==> config.mk <==
export PLATFORM = sky130hd
export DESIGN_NAME = imem_loader_flat
export DESIGN_NICKNAME = d
export VERILOG_FILES = /design/src/rtl/imem_loader_if.sv /design/src/rtl/imem_loader.sv /design/src/flat_wrapper.sv
export SDC_FILE = /design/constraint.sdc
export NUM_CORES = 1
export LEC_CHECK = 0
export ABC_AREA = 1
export BUFFER_PORTS_ARGS = -buffer_cell sky130_fd_sc_hd__buf_2
export CORE_UTILIZATION = 52
export CTS_CLUSTER_SIZE = 16
export DETAILED_ROUTE_END_ITERATION = 8
export PLACE_DENSITY_LB_ADDON = 0.2
export SLEW_MARGIN = 20
export SYNTH_ARGS = -nofsm -noshare
export SYNTH_HDL_FRONTEND = slang
export SYNTH_SLANG_ARGS = --single-unit
==> constraint.sdc <==
create_clock -name clk -period 1.4 [get_ports clk]
set_input_delay 0.14 -clock clk [delete_from_list [all_inputs] [get_ports clk]]
set_output_delay 0.14 -clock clk [all_outputs]
set_load 0.01 [all_outputs]
==> src/rtl/imem_loader_if.sv <==
// Host-side byte stream, control/status and instruction-memory write port of
// the program loader, bundled for module connection.
interface imem_loader_if #(
    parameter int ADDR_W = 8
);
    logic              start;
    logic              in_valid;
    logic [7:0]        in_data;
    logic              in_ready;
    logic              mem_we;
    logic [ADDR_W-1:0] mem_addr;
    logic [15:0]       mem_wdata;
    logic              busy;
    logic              done;
    logic              error;
    logic              cpu_hold;

    modport master (
        output start, in_valid, in_data,
        input  in_ready, mem_we, mem_addr, mem_wdata, busy, done, error, cpu_hold
    );

    modport slave (
        input  start, in_valid, in_data,
        output in_ready, mem_we, mem_addr, mem_wdata, busy, done, error, cpu_hold
    );
endinterface

==> src/rtl/imem_loader.sv <==
// Framed byte-stream loader for the 16-bit instruction memory: count, words
// (high byte first), 8-bit additive checksum; holds the CPU until a good load.
module imem_loader #(
    parameter int ADDR_W    = 8,
    parameter int BASE_ADDR = 0
) (
    input  logic          clk,
    input  logic          rst_n,
    imem_loader_if.slave  bus
);
    typedef enum logic [2:0] {
        IDLE, COUNT, HI, LO, CSUM, DONE, ERR
    } state_t;

    state_t            state, state_nxt;
    logic [ADDR_W:0]   remaining, rem_nxt;
    logic [7:0]        sum, sum_nxt;
    logic [7:0]        hi_byte, hi_nxt;
    logic [ADDR_W-1:0] idx, idx_nxt;
    logic              we_q, we_nxt;
    logic [ADDR_W-1:0] addr_q, addr_nxt;
    logic [15:0]       wdata_q, wdata_nxt;
    logic [ADDR_W:0]   cnt_val;
    logic              xfer;

    assign xfer = bus.in_valid && bus.in_ready;

    // A count byte of zero encodes a full-memory frame.
    always_comb begin
        cnt_val = (ADDR_W+1)'(bus.in_data);
        if (bus.in_data == 8'd0)
            cnt_val = (ADDR_W+1)'(1) << ADDR_W;
    end

    always_comb begin
        state_nxt = state;
        rem_nxt   = remaining;
        sum_nxt   = sum;
        hi_nxt    = hi_byte;
        idx_nxt   = idx;
        we_nxt    = 1'b0;
        addr_nxt  = addr_q;
        wdata_nxt = wdata_q;
        case (state)
            IDLE: if (bus.start) state_nxt = COUNT;
            COUNT: if (xfer) begin
                state_nxt = HI;
                rem_nxt   = cnt_val;
                sum_nxt   = bus.in_data;
                idx_nxt   = '0;
            end
            HI: if (xfer) begin
                state_nxt = LO;
                hi_nxt    = bus.in_data;
                sum_nxt   = sum + bus.in_data;
            end
            LO: if (xfer) begin
                // Write is issued even if the checksum later fails.
                we_nxt    = 1'b1;
                addr_nxt  = ADDR_W'(BASE_ADDR) + idx;
                wdata_nxt = {hi_byte, bus.in_data};
                sum_nxt   = sum + bus.in_data;
                idx_nxt   = idx + ADDR_W'(1);
                rem_nxt   = remaining - (ADDR_W+1)'(1);
                state_nxt = (remaining == (ADDR_W+1)'(1)) ? CSUM : HI;
            end
            CSUM: if (xfer) state_nxt = (bus.in_data == sum) ? DONE : ERR;
            DONE, ERR: if (bus.start) state_nxt = COUNT;
            default: state_nxt = IDLE;
        endcase
    end

    always_ff @(posedge clk or negedge rst_n) begin
        if (!rst_n) begin
            state     <= IDLE;
            remaining <= '0;
            sum       <= '0;
            hi_byte   <= '0;
            idx       <= '0;
            we_q      <= 1'b0;
            addr_q    <= '0;
            wdata_q   <= '0;
        end else begin
            state     <= state_nxt;
            remaining <= rem_nxt;
            sum       <= sum_nxt;
            hi_byte   <= hi_nxt;
            idx       <= idx_nxt;
            we_q      <= we_nxt;
            addr_q    <= addr_nxt;
            wdata_q   <= wdata_nxt;
        end
    end

    assign bus.busy      = (state == COUNT) || (state == HI) || (state == LO) || (state == CSUM);
    assign bus.in_ready  = bus.busy;
    assign bus.done      = (state == DONE);
    assign bus.error     = (state == ERR);
    assign bus.cpu_hold  = (state != DONE);
    assign bus.mem_we    = we_q;
    assign bus.mem_addr  = addr_q;
    assign bus.mem_wdata = wdata_q;
endmodule

==> src/flat_wrapper.sv <==
// flat-port wrapper written by rule: the top's interface ports become plain ports
module imem_loader_flat 
#(
    parameter int ADDR_W    = 8,
    parameter int BASE_ADDR = 0
)
  (clk, rst_n, bus_start, bus_in_valid, bus_in_data, bus_in_ready, bus_mem_we, bus_mem_addr, bus_mem_wdata, bus_busy, bus_done, bus_error, bus_cpu_hold);
  imem_loader_if #(.ADDR_W(ADDR_W)) bus_i ();
  input  logic clk;
  input  logic rst_n;
  input wire logic [$bits(bus_i.start)-1:0] bus_start;
  input wire logic [$bits(bus_i.in_valid)-1:0] bus_in_valid;
  input wire logic [$bits(bus_i.in_data)-1:0] bus_in_data;
  output wire logic [$bits(bus_i.in_ready)-1:0] bus_in_ready;
  output wire logic [$bits(bus_i.mem_we)-1:0] bus_mem_we;
  output wire logic [$bits(bus_i.mem_addr)-1:0] bus_mem_addr;
  output wire logic [$bits(bus_i.mem_wdata)-1:0] bus_mem_wdata;
  output wire logic [$bits(bus_i.busy)-1:0] bus_busy;
  output wire logic [$bits(bus_i.done)-1:0] bus_done;
  output wire logic [$bits(bus_i.error)-1:0] bus_error;
  output wire logic [$bits(bus_i.cpu_hold)-1:0] bus_cpu_hold;
  assign bus_i.start = bus_start;
  assign bus_i.in_valid = bus_in_valid;
  assign bus_i.in_data = bus_in_data;
  assign bus_in_ready = bus_i.in_ready;
  assign bus_mem_we = bus_i.mem_we;
  assign bus_mem_addr = bus_i.mem_addr;
  assign bus_mem_wdata = bus_i.mem_wdata;
  assign bus_busy = bus_i.busy;
  assign bus_done = bus_i.done;
  assign bus_error = bus_i.error;
  assign bus_cpu_hold = bus_i.cpu_hold;
  imem_loader #(.ADDR_W(ADDR_W), .BASE_ADDR(BASE_ADDR)) u_core (.clk(clk), .rst_n(rst_n), .bus(bus_i));
endmodule
==> flow_summary.ini <==
[cells_and_area]
fin_nets = 541
drive_gt1_share_pct = 47.42
finalInstanceArea_um2 = 5089
diodes = 0
n_fill_cell = 299
layout_common_cells = nand2_1, dfrtp_1, inv_1
fin_util_pct = 85.44
area_growth_pct = 57.82
layout_commonest_cell = nand2_1
fin_cells = 598

[timing]
drv_slew = 0
tightestPinTransition_ns = 0.4480
holdWs_ns = 0.1757
layout_setup_ws_ns = -0.2257
period_share_pct = 116.1
setup_tns_ns = -6.145
rsz0062_at_grt = yes
fin_skew_ns = 0.008719
fmax_ghz = 0.6151
setup_viol = 54
final.min_clock_period_ns = 1.626
hold_viol_final = 0
relSlewSlack_pct = 70.14

[routing]
viasPerCell = 5.731
wl_per_cell_um = 18.29
ant_nets = 0
drc = 0
routed_wl_um = 10940
first_iter_violations = 235
dr.pass1.iters = 5
vias = 3427

[synth]
synthTopCellsByArea = dfrtp_1, nand2_1, o21ai_0
post-synth-top-area-fraction_pct = 47.34
synth_top_family_by_area = simple AND/OR/NAND/NOR gates
ys_types = 32
yosysWarnings = 0
synth_compound_area_share_pct = 12.50
yosys.area_share.adder_pct = 4.501
seq_area_frac_synth_pct = 47.34
yosys.area_share.simple_pct = 26.12
syn_area_um2 = 3224
synth_area_per_cell_um2 = 7.807
synth.net_count = 436
synth_ff_type = dfrtp_1
async_flop_share_pct = 100.0
synth-edff-count = 0
yosys_register_bits = 61
synth-xor-area-share_pct = 1.087
yosys-mux-area-fraction_pct = 0
netlist_instances = 413
synth_area_leader_cell = dfrtp_1

[die]
num_rows = 28
die_area_um2 = 6520
fp.dieW_um = 80.75
core-area_um2 = 5956
io_pins = 42
start_util_pct = 54.14
dieHeight_um = 80.75

[pwr]
power_density_nw_per_um2 = 2310
p_leak_nw = 2.518
max-vdd-ir-drop_mv = 1.425
power.total_mw = 11.76

[outcome]
status = finished with violations
violations = setup timing

[global_routing]
grt_use_total_pct = 27.56
grt_first_pass_wirelength_um = 13540
grt_pass1_vias = 2945
gr-total-overflow = 0
antenna_found_initial = 0
grt_max_degree = 27

[setup_path]
critPathRequiredTime_ns = 1.64
crit_family = adder cells
critPathBufInv = 2
crit_type = reg -> reg
critPathMaxFanout = 3
cp_common_cell = nand2_1
start_kind = flop
r2r_end = u_core.sum[4]
reg2reg_depth = 9
critPathMaxStageDelay_ns = 0.41
crit_arrival_ns = 1.87
reg2reg_slack_ns = -0.23
r2r_start = u_core.sum[0]
cp-end-kind = flop
crit_path_top_delay_cell = dfrtp_1
path_cells = ha_4, inv_2, fa_2, inv_1, a21oi_2, xor2_1, nand2_1, nand2_1, nand2_1

[placement]
post-place-ws_ns = -0.1433
dpl_cell_area_um2 = 3726
globalplace.congestion = 0.9012
port_buffers = 41
place_hpwl_um = 5299
dp.cells = 544

[worst_hold_path]
min_from = bus_in_data[2]
hold_end = u_core.sum[2]
whs_path_depth = 3
hold_path_class = in -> reg

[clocking]
cts_buffers = 9
insertion_delay_ns = 0.35
cts.sinks = 61
cts_root_buf = clkbuf_8
tritoncts = built
clk_pin_slew_ns = 0.08
clk_path_buf_depth = 2
h-tree-depth = 3

[job]
cap_viol_max_count = 0
-- worst register-to-register path: stages (launching register included) --
cell     delay [ns]
dfrtp_1        0.41
ha_4           0.15
inv_2          0.03
fa_2           0.35
inv_1          0.13
a21oi_2        0.08
xor2_1         0.13
nand2_1        0.09
nand2_1        0.09
nand2_1        0.06
-- layout make-up --
| type | count | area, µm² | area share, % |
|---|---|---|---|
| Timing Repair inverter | 2 | 20.02 | 0.3934 |
| Clock inverter | 6 | 86.33 | 1.697 |
| Sequential cell | 61 | 1529 | 30.05 |
| Clock buffer | 10 | 137.6 | 2.705 |
| Multi-Input combinational cell | 288 | 2002 | 39.34 |
| Inverter | 51 | 229.0 | 4.500 |
| Tap cell | 75 | 93.84 | 1.844 |
| Timing Repair Buffer | 105 | 991.0 | 19.47 |
-- layer usage --
layer	part of all wire, %	global-route usage, %	vias up	routed length (µm)
met1	38	34.56	1682	4176
met5	0	0	-	0
met4	4.0	11.07	0	435
met3	5.4	5.843	43	592
met2	52	46.36	159	5730
li1	-	-	1543	-
-- power breakdown --
group / switching (mW) / internal, mW / total (mW)
registers: 0.712 / 2.53 / 3.25
logic: 3.62 / 3.10 / 6.72
clock network: 0.741 / 1.05 / 1.79
-- cells in the mapped netlist (2+ instances only) --
cell and count:
o21a_1 2, o21ai_0 39, nand4_1 2, buf_6 2, a21oi_1 18, o211ai_1 3
buf_2 7, inv_1 48, inv_2 3, nor2_1 22, nor3_1 4, o21ai_1 9
buf_4 2, nand3_1 23, nand3b_1 4, nand2_1 134, dfrtp_1 61, nor2_4 2
or2_2 3, a31oi_1 2, ha_1 10, xor2_1 3
-- worst max-delay path by stage --
| stage | from | endpoint | slack (ns) | cells past startpoint |
|---|---|---|---|---|
| finish | u_core.sum[0] | u_core.sum[4] | -0.23 | 9 |
| global route | u_core.remaining[1] | u_core.state[1] | -0.27 | 7 |
| CTS | u_core.sum[0] | u_core.sum[2] | -0.16 | 7 |
| detailed placement | u_core.sum[0] | u_core.sum[2] | -0.14 | 7 |
| global placement | u_core.sum[0] | u_core.sum[2] | -0.08 | 7 |
| floorplan | u_core.sum[0] | u_core.sum[2] | -0.02 | 7 |
-- registers in the layout, indices dropped and copies added (netlist names) --
name,flops
u_core.hi_byte,8
u_core.bus.mem_we,1
u_core.remaining,9
u_core.bus.mem_addr,8
u_core.state,3
u_core.sum,8
u_core.idx,8
u_core.bus.mem_wdata,16
-- repair_timing --
| action | CTS | global route |
|---|---|---|
| hold endpoints to repair | 15 | 0 |
| buffers inserted | 11 | 18 |
| gates cloned | 1 | 7 |
| pin swaps | 8 | 35 |
| hold buffers | 1 | 0 |
| endpoints found under the setup margin | 33 | 64 |
| resized for setup | 40 | 179 |
-- kinds of logic (layout without fill, tap and decap cells) --
family	count (synthesis)	in the layout
XOR/XNOR	4	4
AND/OR/NAND/NOR	197	197
AO/OA/AOI/OAI	76	76
flip-flops	61	61
buffers and inverters	64	174
adder cells (fa/ha/maj)	11	11
(Power assumes the default switching activity.)
